## src/rtl/fractal_sync_tx_mc.sv

```systemverilog
// N-channel fractal sync response fan-out: sample stage, per-channel circular FIFOs, overflow tracking.
// Optional per-channel drop counters are enabled by defining FRACTAL_SYNC_TX_MC_DROP_CNT_EN.
module fractal_sync_tx_mc #(
  parameter int unsigned N_CHANNELS = 2,
  parameter int unsigned FIFO_DEPTH = 2,
  parameter int unsigned RSP_W      = 8,
  parameter bit          COMB_IN    = 1'b0,
  localparam int unsigned LVL_W     = $clog2(FIFO_DEPTH + 1)
) (
  input  logic                        clk_i,
  input  logic                        rst_i,
  input  logic                        rsp_wake_i,
  input  logic [RSP_W-1:0]            rsp_data_i,
  output logic                        check_propagate_o,
  output logic [RSP_W-1:0]            sampled_data_o,
  input  logic [N_CHANNELS-1:0]       propagate_i,
  output logic [N_CHANNELS-1:0]       valid_o,
  output logic [N_CHANNELS*RSP_W-1:0] data_o,
  input  logic [N_CHANNELS-1:0]       ready_i,
  output logic [N_CHANNELS*LVL_W-1:0] level_o,
  output logic [N_CHANNELS-1:0]       overflow_o,
  output logic [N_CHANNELS-1:0]       overflow_sticky_o,
  input  logic                        err_clr_i,
  output logic [N_CHANNELS*16-1:0]    drop_cnt_o
);

  localparam int unsigned PTR_W = (FIFO_DEPTH > 1) ? $clog2(FIFO_DEPTH) : 1;

  // Explicit wrap so non-power-of-two depths cycle through 0..FIFO_DEPTH-1 only.
  function automatic logic [PTR_W-1:0] ptr_inc(input logic [PTR_W-1:0] p);
    if (p == PTR_W'(FIFO_DEPTH - 1)) begin
      return '0;
    end else begin
      return p + PTR_W'(1);
    end
  endfunction

  if (COMB_IN) begin : g_comb_in
    // Gated so the sample path also reads 0 while reset is held.
    assign check_propagate_o = rsp_wake_i & ~rst_i;
    assign sampled_data_o    = rst_i ? '0 : rsp_data_i;
  end else begin : g_reg_in
    logic             wake_q;
    logic [RSP_W-1:0] data_q;
    logic [RSP_W-1:0] data_d;

    always_comb begin
      if (rsp_wake_i) begin
        data_d = rsp_data_i;
      end else begin
        data_d = data_q;
      end
    end

    always_ff @(posedge clk_i or posedge rst_i) begin
      if (rst_i) begin
        wake_q <= 1'b0;
        data_q <= '0;
      end else begin
        wake_q <= rsp_wake_i;
        data_q <= data_d;
      end
    end

    assign check_propagate_o = wake_q;
    assign sampled_data_o    = data_q;
  end

  for (genvar c = 0; c < N_CHANNELS; c++) begin : g_ch
    logic [RSP_W-1:0] mem_q [FIFO_DEPTH];
    logic [PTR_W-1:0] wr_q, wr_d, rd_q, rd_d;
    logic [LVL_W-1:0] lvl_q, lvl_d;
    logic             sticky_q, sticky_d;
    logic             push_s, pop_s, full_s, acc_s, ovf_s;

    // A full FIFO still accepts a push when its head leaves in the same cycle.
    always_comb begin
      push_s   = check_propagate_o & propagate_i[c];
      pop_s    = (lvl_q != '0) & ready_i[c];
      full_s   = (lvl_q == LVL_W'(FIFO_DEPTH));
      acc_s    = push_s & (~full_s | pop_s);
      ovf_s    = push_s & full_s & ~pop_s;
      wr_d     = acc_s ? ptr_inc(wr_q) : wr_q;
      rd_d     = pop_s ? ptr_inc(rd_q) : rd_q;
      case ({acc_s, pop_s})
        2'b10:   lvl_d = lvl_q + LVL_W'(1);
        2'b01:   lvl_d = lvl_q - LVL_W'(1);
        default: lvl_d = lvl_q;
      endcase
      if (ovf_s) begin
        sticky_d = 1'b1;
      end else if (err_clr_i) begin
        sticky_d = 1'b0;
      end else begin
        sticky_d = sticky_q;
      end
    end

    always_ff @(posedge clk_i or posedge rst_i) begin
      if (rst_i) begin
        for (int i = 0; i < FIFO_DEPTH; i++) begin
          mem_q[i] <= '0;
        end
        wr_q     <= '0;
        rd_q     <= '0;
        lvl_q    <= '0;
        sticky_q <= 1'b0;
      end else begin
        if (acc_s) begin
          mem_q[wr_q] <= sampled_data_o;
        end
        wr_q     <= wr_d;
        rd_q     <= rd_d;
        lvl_q    <= lvl_d;
        sticky_q <= sticky_d;
      end
    end

    assign valid_o[c]                  = (lvl_q != '0);
    assign data_o[c*RSP_W +: RSP_W]    = mem_q[rd_q];
    assign level_o[c*LVL_W +: LVL_W]   = lvl_q;
    assign overflow_o[c]               = ovf_s;
    assign overflow_sticky_o[c]        = sticky_q;

`ifdef FRACTAL_SYNC_TX_MC_DROP_CNT_EN
    logic [15:0] cnt_q, cnt_d, cnt_base_s;

    // Clear applies first, so a drop in the clearing cycle is still counted.
    always_comb begin
      if (err_clr_i) begin
        cnt_base_s = 16'd0;
      end else begin
        cnt_base_s = cnt_q;
      end
      if (ovf_s && (cnt_base_s != 16'hFFFF)) begin
        cnt_d = cnt_base_s + 16'd1;
      end else begin
        cnt_d = cnt_base_s;
      end
    end

    always_ff @(posedge clk_i or posedge rst_i) begin
      if (rst_i) begin
        cnt_q <= 16'd0;
      end else begin
        cnt_q <= cnt_d;
      end
    end

    assign drop_cnt_o[c*16 +: 16] = cnt_q;
`else
    assign drop_cnt_o[c*16 +: 16] = 16'd0;
`endif
  end

endmodule

```

## config.mk

```make
export PLATFORM = sky130hd
export DESIGN_NAME = fractal_sync_tx_mc
export DESIGN_NICKNAME = d
export VERILOG_FILES = /design/src/rtl/fractal_sync_tx_mc.sv
export SDC_FILE = /design/constraint.sdc
export NUM_CORES = 1
export LEC_CHECK = 0
export ABC_AREA = 1
export BUFFER_PORTS_ARGS = -buffer_cell sky130_fd_sc_hd__buf_2
export CAP_MARGIN = 15
export CORE_MARGIN = 8
export CORE_UTILIZATION = 38
export CTS_CLUSTER_DIAMETER = 120
export DETAILED_ROUTE_END_ITERATION = 10
export PLACE_DENSITY = 0.59
export SYNTH_ARGS = -nofsm -noshare
export SYNTH_HDL_FRONTEND = slang
export SYNTH_SLANG_ARGS = --single-unit
```

## constraint.sdc

```tcl
create_clock -name clk_i -period 3.5 [get_ports clk_i]
set_clock_uncertainty 0.2 [all_clocks]
set_input_delay 0.525 -clock clk_i [delete_from_list [all_inputs] [get_ports clk_i]]
set_output_delay 0.525 -clock clk_i [all_outputs]
set_load 0.02 [all_outputs]
```

==> impl_results.rst <==
.. list-table::
   :header-rows: 1

   * - Metric
     - Value
   * - Run status
     - complete, no violations
   * - Number of buffers inserted by hold repair at cts
     - 0
   * - Clock H-tree levels
     - 2
   * - Pin count of the biggest net entering global routing
     - 52
   * - Post-synth design cell area
     - 2680 um^2
   * - Timing-limited maximum frequency
     - 0.429 GHz
   * - Vertical die dimension
     - 100 um
   * - Worst hold path class
     - input pin to register
   * - Worst vdd rail ir drop
     - 0.000285 V
   * - Global route total overflow
     - 0
   * - Max-slew violation count
     - 0
   * - Full die area
     - 9990 um^2
   * - Via-to-Cell Ratio
     - 4.59
   * - Pwr/cell area
     - 863 nW/um^2
   * - Reported max-cap violation count
     - 0
   * - Routed wire length
     - 6010 um
   * - Initial antenna violation count
     - 0
   * - Residual DRC
     - 0
   * - Sum Neg Setup Slack
     - 0 ns
   * - Syn. warnings
     - 0
   * - Average footprint of a synthesized cell
     - 9.14 um^2
   * - Seq. cell area
     - 1280 um^2
   * - TritonCTS clock tree
     - built
   * - Capture point of the worst reg-to-reg path
     - g_ch[0].lvl_q[1]
   * - Port Buffers
     - 50
   * - Simple logic cell fraction of the synthesized area
     - 0.269
   * - Hold violation count in the final report
     - 0
   * - Worst reg2reg path startpoint
     - g_ch[0].lvl_q[0]
   * - Global-route wire length before repair
     - 9650 um
   * - Commonest cells after routing, fill and taps aside
     - nand2_1 (104), dfrtp_1 (51), buf_2 (50)
   * - Post-synthesis sequential element count
     - 51
   * - Clock Sink Count
     - 51
   * - Post-CTS clock slew at the launch and capture registers of the worst setup and hold paths
     - 0.10 ns
   * - Row count
     - 30
   * - Via Count
     - 1,994
   * - Layout cell share with drive strength beyond 1
     - 0.275
   * - Pleak
     - 1.61 nW
   * - Post-cts gate resize count
     - 0
   * - Diode insertion count for antenna repair
     - 0
   * - Sum of net half-perimeters after detailed placement
     - 4260 um
   * - Type of destination of the critical path
     - primary output
   * - Gp weighted congestion
     - 0.751
   * - Total routing resource utilization after global routing
     - 0.120
   * - Critical Path Sink
     - overflow_o[0]
   * - Register-to-Register Setup Slack
     - 1.56 ns
   * - Most common library cell in the layout ignoring fill and taps
     - nand2_1
   * - Post-Syn Instances
     - 293
   * - Number of different library cells in the post-synthesis netlist
     - 22
   * - Post-Synth Adder-Cell Area
     - 0.00934
   * - Net count reported at finish
     - 355
   * - Clock tree root buffer cell
     - clkbuf_8
   * - Depth of the most critical reg-to-reg path
     - 8
   * - Dominant combinational cell family by area after synthesis
     - simple AND/OR/NAND/NOR gates
   * - Starting utilization of the core area
     - 0.394
   * - Initial DRC count
     - 84
   * - Critical Path Start Type
     - register
   * - Cell Count, Final, Fillers Out
     - 434
   * - TritonCTS buffer count
     - 5
   * - Period utilisation layout
     - 0.666
   * - Core region area
     - 6790 um^2
   * - Clk buf depth
     - 2
   * - Largest fanout of any net on the critical path
     - 21
   * - Arrival time worst endpoint
     - 1.61 ns
   * - Via count of the first global-routing pass
     - 1,903
   * - Worst Setup Path Type
     - register to primary output
   * - Compound-Gate Fraction of Synth Area
     - 0.00467
   * - Area grow syn2layout
     - 10.8%
   * - Overall die width
     - 100 um
   * - Setup repair after global routing missed its margin
     - no
   * - Required time at the endpoint of the critical path
     - 2.77 ns
   * - Number of failing setup endpoints in the final timing report
     - 0
   * - Insertion delay to the later sink of the worst-skew pair
     - 0.31 ns
   * - Dpl cells
     - 424
   * - Wire length per cell after detailed routing
     - 13.8 um
   * - Share of the yosys chip area belonging to registers
     - 0.476
   * - Launching element of the worst setup path
     - g_ch[0].lvl_q[0]
   * - Setup bufs post-CTS
     - 0
   * - Minimum clock period after layout
     - 2.33 ns
   * - Iteration count of the initial detailed-routing pass
     - 4
   * - Worst slack on hold paths
     - 0.210 ns
   * - Area taken by multi-input logic gates
     - 1090 um^2
   * - Fill cells
     - 687
   * - XOR/XNOR share of the synthesized area
     - 0.0131
   * - Mux contribution to synthesized area
     - 0.0673
   * - Antenna viol nets, final
     - 0
   * - Count of boundary I/O pins
     - 83
sequential cells by signal, indices dropped and copies added, names as in the netlist:
name and cells:
g_ch.wr_q 2, sampled_data_o 8, g_ch.lvl_q 4, g_ch.mem_q 32, check_propagate_o 1, g_ch.rd_q 2
g_ch.sticky_q 2
cell type report:
| class | count | share of cell area |
|---|---|---|
| sequential | 51 | 0.430 |
| clock inverter | 2 | 0.0118 |
| clock buffer | 6 | 0.0278 |
| tap | 96 | 0.0405 |
| multi-input combinational | 208 | 0.368 |
| inverter | 18 | 0.0245 |
| timing repair buffer | 53 | 0.0970 |
power by group:
group / internal, mW / total [mW] / switching (mW)
clock network: 0.232 / 0.431 / 0.200
registers: 0.825 / 1.04 / 0.216
logic: 0.392 / 1.09 / 0.696
total: 1.45 / 2.56 / 1.11
how the worst min path moves through the flow:
stage | start | to | cells after the start
2_1_floorplan | g_ch[0].mem_q[0] | g_ch[0].mem_q[0] | 2
4_1_cts | err_clr_i | g_ch[0].sticky_q | 2
6_report | err_clr_i | g_ch[0].sticky_q | 2
3_5_place_dp | g_ch[0].mem_q[6] | g_ch[0].mem_q[6] | 2
5_1_grt | err_clr_i | g_ch[0].sticky_q | 2
3_3_place_gp | g_ch[0].mem_q[7] | g_ch[0].mem_q[7] | 2
critical path, cell delays in order, from the launching register on:
cell and delay [ns]:
dfrtp_1 0.44, inv_2 0.08, nand3_2 0.37, nor2_1 0.21, buf_2 0.19
cell usage after synthesis (all sizes together):
master / instances / share of area
conb: 1 / 0.0014
buf: 47 / 0.13
or2: 2 / 0.0047
o22ai: 2 / 0.0047
nand2: 106 / 0.15
ha: 2 / 0.0093
xnor2: 3 / 0.0098
nor2: 2 / 0.0028
clkinv: 1 / 0.0014
inv: 17 / 0.026
mux2: 16 / 0.067
nand4: 34 / 0.079
xor2: 1 / 0.0033
nand3: 8 / 0.032
dfrtp: 51 / 0.48
per-layer routing:
layer  routed length, um  global-route usage  vias to the layer above
met1                2770               0.157                      949
met4                  95              0.0524                        0
li1                    -                   -                      979
met5                   0                   0                        -
met3                 450              0.0360                        7
met2                2690               0.179                       59
kinds of logic (layout without fill, tap and decap cells):
| group | Yosys count | after routing |
|---|---|---|
| xor gates and xnor gates | 4 | 4 |
| and+or+nand+nor | 152 | 152 |
| buffers and inverters | 65 | 79 |
| DFF | 51 | 51 |
| adders and majority gates | 2 | 2 |
| other | 1 | 32 |
| muxes | 16 | 16 |
| AOI/OAI and AO/OA | 2 | 2 |
through the flow:
step                area [um^2]  utilization  setup slack [ns]  power (mW)
global placement           2820        0.415              1.33        2.13
finish                     2970        0.437              1.17        2.56
global route               2970        0.437             0.992        2.75
floorplan                  2800            -              1.55        1.86
CTS                        2940        0.432              1.17        2.59
detailed placement         2820        0.415              1.31        2.15
(Power assumes the default switching activity.)
